==> config.mk <==
export PLATFORM = sky130hd
export DESIGN_NAME = mod_restoring16_16_flat
export DESIGN_NICKNAME = d
export VERILOG_FILES = /design/src/rtl/mod_restoring16_16_if.sv /design/src/rtl/mod_restoring16_16.sv /design/src/flat_wrapper.sv
export SDC_FILE = /design/constraint.sdc
export NUM_CORES = 1
export LEC_CHECK = 0
export ABC_AREA = 1
export BUFFER_PORTS_ARGS = -buffer_cell sky130_fd_sc_hd__clkbuf_2
export CELL_PAD_IN_SITES_DETAIL_PLACEMENT = 0
export CELL_PAD_IN_SITES_GLOBAL_PLACEMENT = 1
export CORE_MARGIN = 4
export CORE_UTILIZATION = 43
export DETAILED_ROUTE_END_ITERATION = 7
export PLACE_DENSITY_LB_ADDON = 0.1
export SLEW_MARGIN = 20
export SYNTH_ARGS = -nofsm -noshare
export SYNTH_HDL_FRONTEND = slang
export SYNTH_SLANG_ARGS = --single-unit
==> constraint.sdc <==
create_clock -name clk -period 2.9 [get_ports clk]
set_input_delay 0.145 -clock clk [delete_from_list [all_inputs] [get_ports clk]]
set_output_delay 0.145 -clock clk [all_outputs]
set_load 0.1 [all_outputs]
==> src/rtl/mod_restoring16_16_if.sv <==
// rtl/mod_restoring16_16_if.sv - operand/result handshake bundle for the 16-bit modulus engine
interface mod_restoring16_16_if;
  logic [15:0] dd;
  logic [15:0] dv;
  logic        in_valid;
  logic        in_ready;
  logic [15:0] rm;
  logic [15:0] quo;
  logic        dz;
  logic        out_valid;
  logic        out_ready;

  modport master (
    output dd, dv, in_valid, out_ready,
    input  in_ready, rm, quo, dz, out_valid
  );

  modport slave (
    input  dd, dv, in_valid, out_ready,
    output in_ready, rm, quo, dz, out_valid
  );
endinterface

==> src/rtl/mod_restoring16_16.sv <==
// rtl/mod_restoring16_16.sv - multi-cycle 16/16 unsigned restoring divider (remainder and quotient)
module mod_restoring16_16 (
  input  logic                   clk,
  input  logic                   reset,
  mod_restoring16_16_if.slave    bus
);
  localparam logic [1:0] IDLE = 2'd0;
  localparam logic [1:0] CALC = 2'd1;
  localparam logic [1:0] DONE = 2'd2;

  logic [1:0]  state;
  logic [15:0] q;
  logic [15:0] d;
  logic [15:0] rem;
  logic [3:0]  count;
  logic        dz_flag;
  logic [16:0] r;
  logic [15:0] rem_sub;
  logic        sub_ok;

  // Compare must see the shifted-out bit, so it is 17 bits; the low 16 bits of r-d equal r[15:0]-d.
  always_comb begin
    r       = {rem, q[15]};
    sub_ok  = (r >= {1'b0, d});
    rem_sub = r[15:0] - d;
  end

  always_ff @(posedge clk or negedge reset) begin
    if (!reset) begin
      state   <= IDLE;
      q       <= 16'd0;
      d       <= 16'd0;
      rem     <= 16'd0;
      count   <= 4'd0;
      dz_flag <= 1'b0;
    end else begin
      case (state)
        IDLE: begin
          if (bus.in_valid) begin
            if (bus.dv == 16'd0) begin
              rem     <= bus.dd;
              q       <= 16'd0;
              dz_flag <= 1'b1;
              state   <= DONE;
            end else if (bus.dd < bus.dv) begin
              rem     <= bus.dd;
              q       <= 16'd0;
              dz_flag <= 1'b0;
              state   <= DONE;
            end else begin
              q       <= bus.dd;
              d       <= bus.dv;
              rem     <= 16'd0;
              count   <= 4'd0;
              dz_flag <= 1'b0;
              state   <= CALC;
            end
          end
        end
        CALC: begin
          if (sub_ok) begin
            rem <= rem_sub;
            q   <= {q[14:0], 1'b1};
          end else begin
            rem <= r[15:0];
            q   <= {q[14:0], 1'b0};
          end
          count <= count + 4'd1;
          if (count == 4'd15) begin
            state <= DONE;
          end
        end
        DONE: begin
          if (bus.out_ready) begin
            state <= IDLE;
          end
        end
        default: state <= IDLE;
      endcase
    end
  end

  // Result ports are gated by state so nothing partial ever leaks out.
  assign bus.in_ready  = (state == IDLE);
  assign bus.out_valid = (state == DONE);
  assign bus.rm        = (state == DONE) ? rem : 16'd0;
  assign bus.quo       = (state == DONE) ? q : 16'd0;
  assign bus.dz        = (state == DONE) ? dz_flag : 1'b0;
endmodule
==> src/flat_wrapper.sv <==
// flat-port wrapper written by rule: the top's interface ports become plain ports
module mod_restoring16_16_flat 
  (clk, reset, bus_dd, bus_dv, bus_in_valid, bus_out_ready, bus_in_ready, bus_rm, bus_quo, bus_dz, bus_out_valid);
  mod_restoring16_16_if bus_i ();
  input  logic clk;
  input  logic reset;
  input wire logic [$bits(bus_i.dd)-1:0] bus_dd;
  input wire logic [$bits(bus_i.dv)-1:0] bus_dv;
  input wire logic [$bits(bus_i.in_valid)-1:0] bus_in_valid;
  input wire logic [$bits(bus_i.out_ready)-1:0] bus_out_ready;
  output wire logic [$bits(bus_i.in_ready)-1:0] bus_in_ready;
  output wire logic [$bits(bus_i.rm)-1:0] bus_rm;
  output wire logic [$bits(bus_i.quo)-1:0] bus_quo;
  output wire logic [$bits(bus_i.dz)-1:0] bus_dz;
  output wire logic [$bits(bus_i.out_valid)-1:0] bus_out_valid;
  assign bus_i.dd = bus_dd;
  assign bus_i.dv = bus_dv;
  assign bus_i.in_valid = bus_in_valid;
  assign bus_i.out_ready = bus_out_ready;
  assign bus_in_ready = bus_i.in_ready;
  assign bus_rm = bus_i.rm;
  assign bus_quo = bus_i.quo;
  assign bus_dz = bus_i.dz;
  assign bus_out_valid = bus_i.out_valid;
  mod_restoring16_16 u_core (.clk(clk), .reset(reset), .bus(bus_i));
endmodule
# --- Word level (Yosys, flattened, before mapping) ---
# Cells that the tools add are included.
word_totals:
  ff_bits: 55
  out_inout_bits: 35
op_classes:
  add_sub_neg: 2
  magnitude_cmp: 2
  eq_ne: 8
  mux: 24
  bitwise_logic: 2
  n_reduce_logical: 8
ops:
  columns: ["op", "count"]
  rows:
  - ["16-bit two-way mux", 9]
  - ["16-bit case mux with 2 select lines", 2]
  - ["17-bit by 16-bit >= comparator with 1-bit output", 1]
  - ["16-bit logical NOT", 1]
  - ["16-bit less-than comparator", 1]
  - ["16-bit subtractor", 1]
  - ["4-bit two-way mux", 3]
  - ["2-bit two-way mux", 5]
  - ["2-bit inequality test (second input constant)", 4]
  - ["4-bit case mux with 2 select lines", 1]
  - ["4-bit AND reduction", 2]
  - ["2-bit case mux with 3 select lines", 1]
  - ["4-bit by 1-bit adder with 4-bit output (second input constant)", 1]
  - ["4-bit == test (second input constant)", 1]
  - ["2-bit AND reduction", 2]
  - ["1-bit two-way mux", 3]
  - ["3-bit AND reduction", 1]
  - ["2-bit by 1-bit == test with 1-bit output (second input constant)", 1]
  - ["2-bit == test (second input constant)", 1]
  - ["2-bit logical NOT", 1]
  - ["2-bit by 1-bit inequality test with 1-bit output (second input constant)", 1]
  - ["1-bit NOT", 2]
  - ["2-bit nonzero test", 1]

# --- Depth between registers and ports, before layout ---
logic_depth:
  depth_word: 5
  mapped_depth: 16

# --- Worst setup path before layout ---
# No wires, ideal clock.
synth_path:
  kind: "register -> output"
  from: "register u_core.state[0]"
  to: "output port bus_quo[0]"
  arrival_time_ps: 3729
  required_time_ps: 2755
  path_slack_ps: -974
  stages_incl_launch_ff: 5
  path_buffers: 1
  cell_sequence: "dfrtp_1 > nor2_1 > clkinv_1 > clkbuf_1 > nor2_1"
synth_between:
  elab_chain_cells: 2
synth_rtl:
  columns: ["element", "line", "text"]
  rows:
  - ["start: declaration", "mod_restoring16_16.sv:11", "logic [1:0] state;"]
  - ["start signal: assignment", "mod_restoring16_16.sv:30", "state <= IDLE;"]
  - ["start signal: assignment", "mod_restoring16_16.sv:44", "state <= DONE;"]
  - ["start signal: assignment", "mod_restoring16_16.sv:49", "state <= DONE;"]
  - ["2-bit == test", null, null]
  - ["named net bus_out_valid", "flat_wrapper.sv:15", "output wire logic [$bits(bus_i.out_valid)-1:0] bus_out_valid;"]
  - ["16-bit two-way mux", "mod_restoring16_16.sv:87", "assign bus.quo = (state == DONE) ? q : 16'd0;"]
  - ["end: declaration", "flat_wrapper.sv:13", "output wire logic [$bits(bus_i.quo)-1:0] bus_quo;"]
# The timed path passes the listed nets, and every way through them passes these cells.

# --- Worst setup path after layout ---
layout_path:
  from: "register u_core.d[12]"
  to: "register u_core.rem[14]"
layout_between:
  elab_chain_cells: 3
  word_cells_on_any_way: 4
layout_rtl:
  columns: ["element", "line", "text"]
  rows:
  - ["start: declaration", "mod_restoring16_16.sv:13", "logic [15:0] d;"]
  - ["start signal: assignment", "mod_restoring16_16.sv:52", "d <= bus.dv;"]
  - ["16-bit subtractor / 17-bit by 16-bit >= comparator with 1-bit output (equally long branches)", "mod_restoring16_16.sv:25, mod_restoring16_16.sv:24", null]
  - ["16-bit two-way mux *", "mod_restoring16_16.sv:61", "if (sub_ok) begin"]
  - ["16-bit case mux with 2 select lines *", "mod_restoring16_16.sv:37", "case (state)"]
  - ["end signal: assignment", "mod_restoring16_16.sv:41", "rem <= bus.dd;"]
  - ["end signal: assignment", "mod_restoring16_16.sv:62", "rem <= rem_sub;"]
  - ["end signal: assignment", "mod_restoring16_16.sv:65", "rem <= r[15:0];"]
  - ["end: declaration", "mod_restoring16_16.sv:14", "logic [15:0] rem;"]
# Mark *: on every way between the ends. The rest lies on a longest branch, timed or not.
# A chain may end at the register's enable or synchronous reset.

==> impl_metrics.py <==
metrics = {
    "worst_setup_path": {
        "r2r_setup_slack_ns": 0.47,
        "start_kind": "flop",
        "reg2reg_depth": 16,
        "cp_num_buf_inv": 2,
        "path_max_fanout": 17,
        "critical_path_class": "reg2reg",
        "slowest_stage": "dfrtp_1",
        "timing.rr.end": "u_core.rem[14]",
        "cp_common_cell": "nand2_1",
        "endpoint_kind": "flop",
        "cp_data_arrival_time_ns": 2.64,
        "worstReg2RegStart": "u_core.d[12]",
        "max_stage_delay_ns": 0.37,
        "worstPathRequired_ns": 3.11,
        "crit_family": "simple AND/OR/NAND/NOR gates",
        "cp_cell_sequence": "inv_1, ha_1, nand2_1, inv_1, nand2_1, nand2_1, nand2_1, nand2_1, nor2_4, nand2_4, nand2_1, nand2_1, nand2_1, nand2_1, nand2_1, nand2_1",
    },
    "placement": {
        "hpwl_mm": 10.8,
        "place_area_sq_mm": 0.00502,
        "gp_congestion": 0.870,
        "port_buffers": 70,
        "pre_cts_slack_ns": 0.491,
    },
    "finish": {
        "nets": 855,
        "diodes": 0,
        "layout-drive-gt1-share": 0.144,
        "synthToLayoutAreaGrowth_pct": 12.8,
        "final_util": 0.498,
        "post-route-cell-area_sq_mm": 0.00514,
    },
    "sta": {
        "layout_setup_ws_ns": 0.471,
        "clock.fmax_mhz": 412,
        "hold_violations": 0,
        "fin_skew_ns": 0.0127,
        "worst_slew_margin_rel": 0.510,
        "worst_slew_pin_slew_ns": 0.735,
        "finalCritPeriodShare": 0.838,
        "period_minus_slack_ns": 2.43,
        "fin_hold_ws_ns": 0.0539,
        "finalSetupViolCount": 0,
        "maxSlewViolCount": 0,
        "grt_setup_unrepaired": "false",
    },
    "job": {
        "drv_cap": 0,
    },
    "power": {
        "peakVddDrop_uv": 515,
        "power.switching_mw": 4.04,
        "p_int_mw": 2.73,
        "power.total_mw": 6.77,
        "sequentialPowerShare": 0.197,
        "pwr-share-comb": 0.724,
        "powerDensity_mw_per_mm2": 1320,
        "clockPowerShare": 0.079,
        "power.leakage_nw": 3.07,
        "switching_share": 0.596,
    },
    "floorplan": {
        "core_sq_mm": 0.0103,
        "rows": 37,
        "die_w_um": 111,
        "dieArea_sq_mm": 0.0123,
        "start_util": 0.442,
        "die_y_um": 111,
        "io_pins": 71,
    },
    "clock_network": {
        "post_cts_buffers": 0,
        "ctsRootBufferMaster": "clkbuf_8",
        "cts_sinks": 55,
        "insertion_delay_ns": 0.32,
        "numCtsBuffers": 5,
        "postCtsHoldBufs": 1,
        "cts_buffer_depth": 2,
        "cts_resized": 0,
        "cts_tree": "built",
        "h-tree-depth": 2,
        "clkTransAtPathRegs_ns": 0.11,
    },
    "routing": {
        "drc": 0,
        "routed_wl_mm": 13.4,
        "drtIter0Drc": 317,
        "via_count": 4494,
        "wl_per_cell_um": 14.5,
        "drt-pass1-iter-count": 5,
        "routed_via_density": 4.87,
        "ant_nets": 0,
    },
    "global_routing": {
        "antenna_found_initial": 0,
        "grt_pass1_wl_mm": 22.6,
        "grt_usage": 0.224,
        "overflow": 0,
        "grt_pass1_vias": 4399,
        "grt_max_degree": 53,
    },
    "min_path": {
        "hp-class": "in2reg",
        "whs_path_depth": 3,
        "hp-start": "bus_dv[0]",
        "min_to": "u_core.d[0]",
    },
    "yosys": {
        "post_synth_num_cell_types": 33,
        "ys_warn_count": 0,
        "synthFlopType": "dfrtp_1",
        "synth-seq-area-share": 0.302,
        "synth_top_cells_by_area": "dfrtp_1 30%, nand2_1 21%, inv_1 11%, ha_1 8.8%, nor2_1 5.6%",
        "syn_area_sq_mm": 0.00456,
        "async_flop_share": 1.00,
        "synth_top_area_share": 0.302,
        "synth_area_leader_cell": "dfrtp_1",
        "ys_top_cells_by_count": "260 x nand2_1, 135 x inv_1, 68 x nor2_1",
        "synth_edf_count": 0,
        "ys_ff_latch": 55,
        "synthCells": 723,
        "synth.most_common_cell": "nand2_1",
        "syn_area_per_cell_sq_um": 6.31,
        "syn-num-nets": 792,
    },
    "status": {
        "status": "finished clean",
    },
}
## stage by stage
step	setup TNS, ns	cells
floorplan	-11.86	723
global placement	0	914
detailed placement	0	914
CTS	0	923
global route	0	923
finish	0	923
## tightest hold or removal path: stages
cell and delay [ns]:
clkbuf_2 0.10, nand2_1 0.06, nand2_1 0.04
## layout make-up
cell class                 count  area (sq um)
tap                          136           170
clock buffer                   6          72.6
multi-input combinational    509          2550
clock inverter                 2          38.8
fill                        1087          5180
inverter                     138           518
sequential                    55          1380
timing repair buffer          77           418
## sequential cells by signal, summed over array words and instances, names as in the netlist
signal	cells
u_core.q	16
u_core.state	2
u_core.rem	16
u_core.d	16
u_core.count	4
u_core.dz_flag	1
## placed cells by master (no fill, tap or decap), types with 2 or more instances in the layout
master	synthesis	layout
nor2_4	2	2
nand3_1	49	49
ha_1	32	32
clkinv_1	3	3
o21ai_0	16	16
clkbuf_8	0	5
nand2_4	2	2
nor2_1	68	67
xor2_1	2	2
buf_4	4	5
a21oi_1	12	12
nor3_1	4	4
or2_2	2	2
clkbuf_2	0	70
dfrtp_1	55	55
a22oi_1	15	15
nand4_1	6	6
xnor2_1	5	5
nand2_2	15	15
nor4_1	4	4
nor2_2	5	6
o21ai_1	3	3
inv_1	135	135
nand2_1	260	260
## power by group through the flow
| stage | Sequential [mW] | Clock, mW | Combinational, mW |
|---|---|---|---|
| after global routing | 1.38 | 0.587 | 5.47 |
| after floorplan | 1.28 | 0 | 3.87 |
| after CTS | 1.33 | 0.552 | 4.88 |
| after detailed placement | 1.35 | 0 | 4.85 |
| after global placement | 1.34 | 0 | 4.88 |
| final | 1.34 | 0.534 | 4.90 |
## layer usage
metal / up-vias / GRT usage / routed length (um)
met5: - / 0 / 0
met4: 0 / 0.0435 / 181
met3: 12 / 0.0311 / 570
met2: 111 / 0.352 / 5990
met1: 2044 / 0.331 / 6690
li1: 2327 / - / -
## worst max path at each step
stage / depth (start not counted) / to / start
final: 16 / u_core.rem[14] / u_core.d[12]
after global routing: 15 / u_core.rem[14] / u_core.rem[11]
after CTS: 15 / u_core.rem[14] / u_core.rem[10]
after detailed placement: 15 / u_core.rem[14] / u_core.rem[10]
after global placement: 15 / u_core.rem[14] / u_core.rem[10]
after floorplan: 4 / bus_quo[0] / u_core.state[0]
## cell families after synthesis
logic type                 Yosys count  share of synthesized area
xor gates and xnor gates             7                     0.0134
AOI/OAI and AO/OA                   47                     0.0603
DFF                                 55                      0.302
and+or+nand+nor                    422                      0.393
buffers and inverters              159                      0.140
adders and majority gates           33                     0.0922
Power figures use the tool's default switching activity.
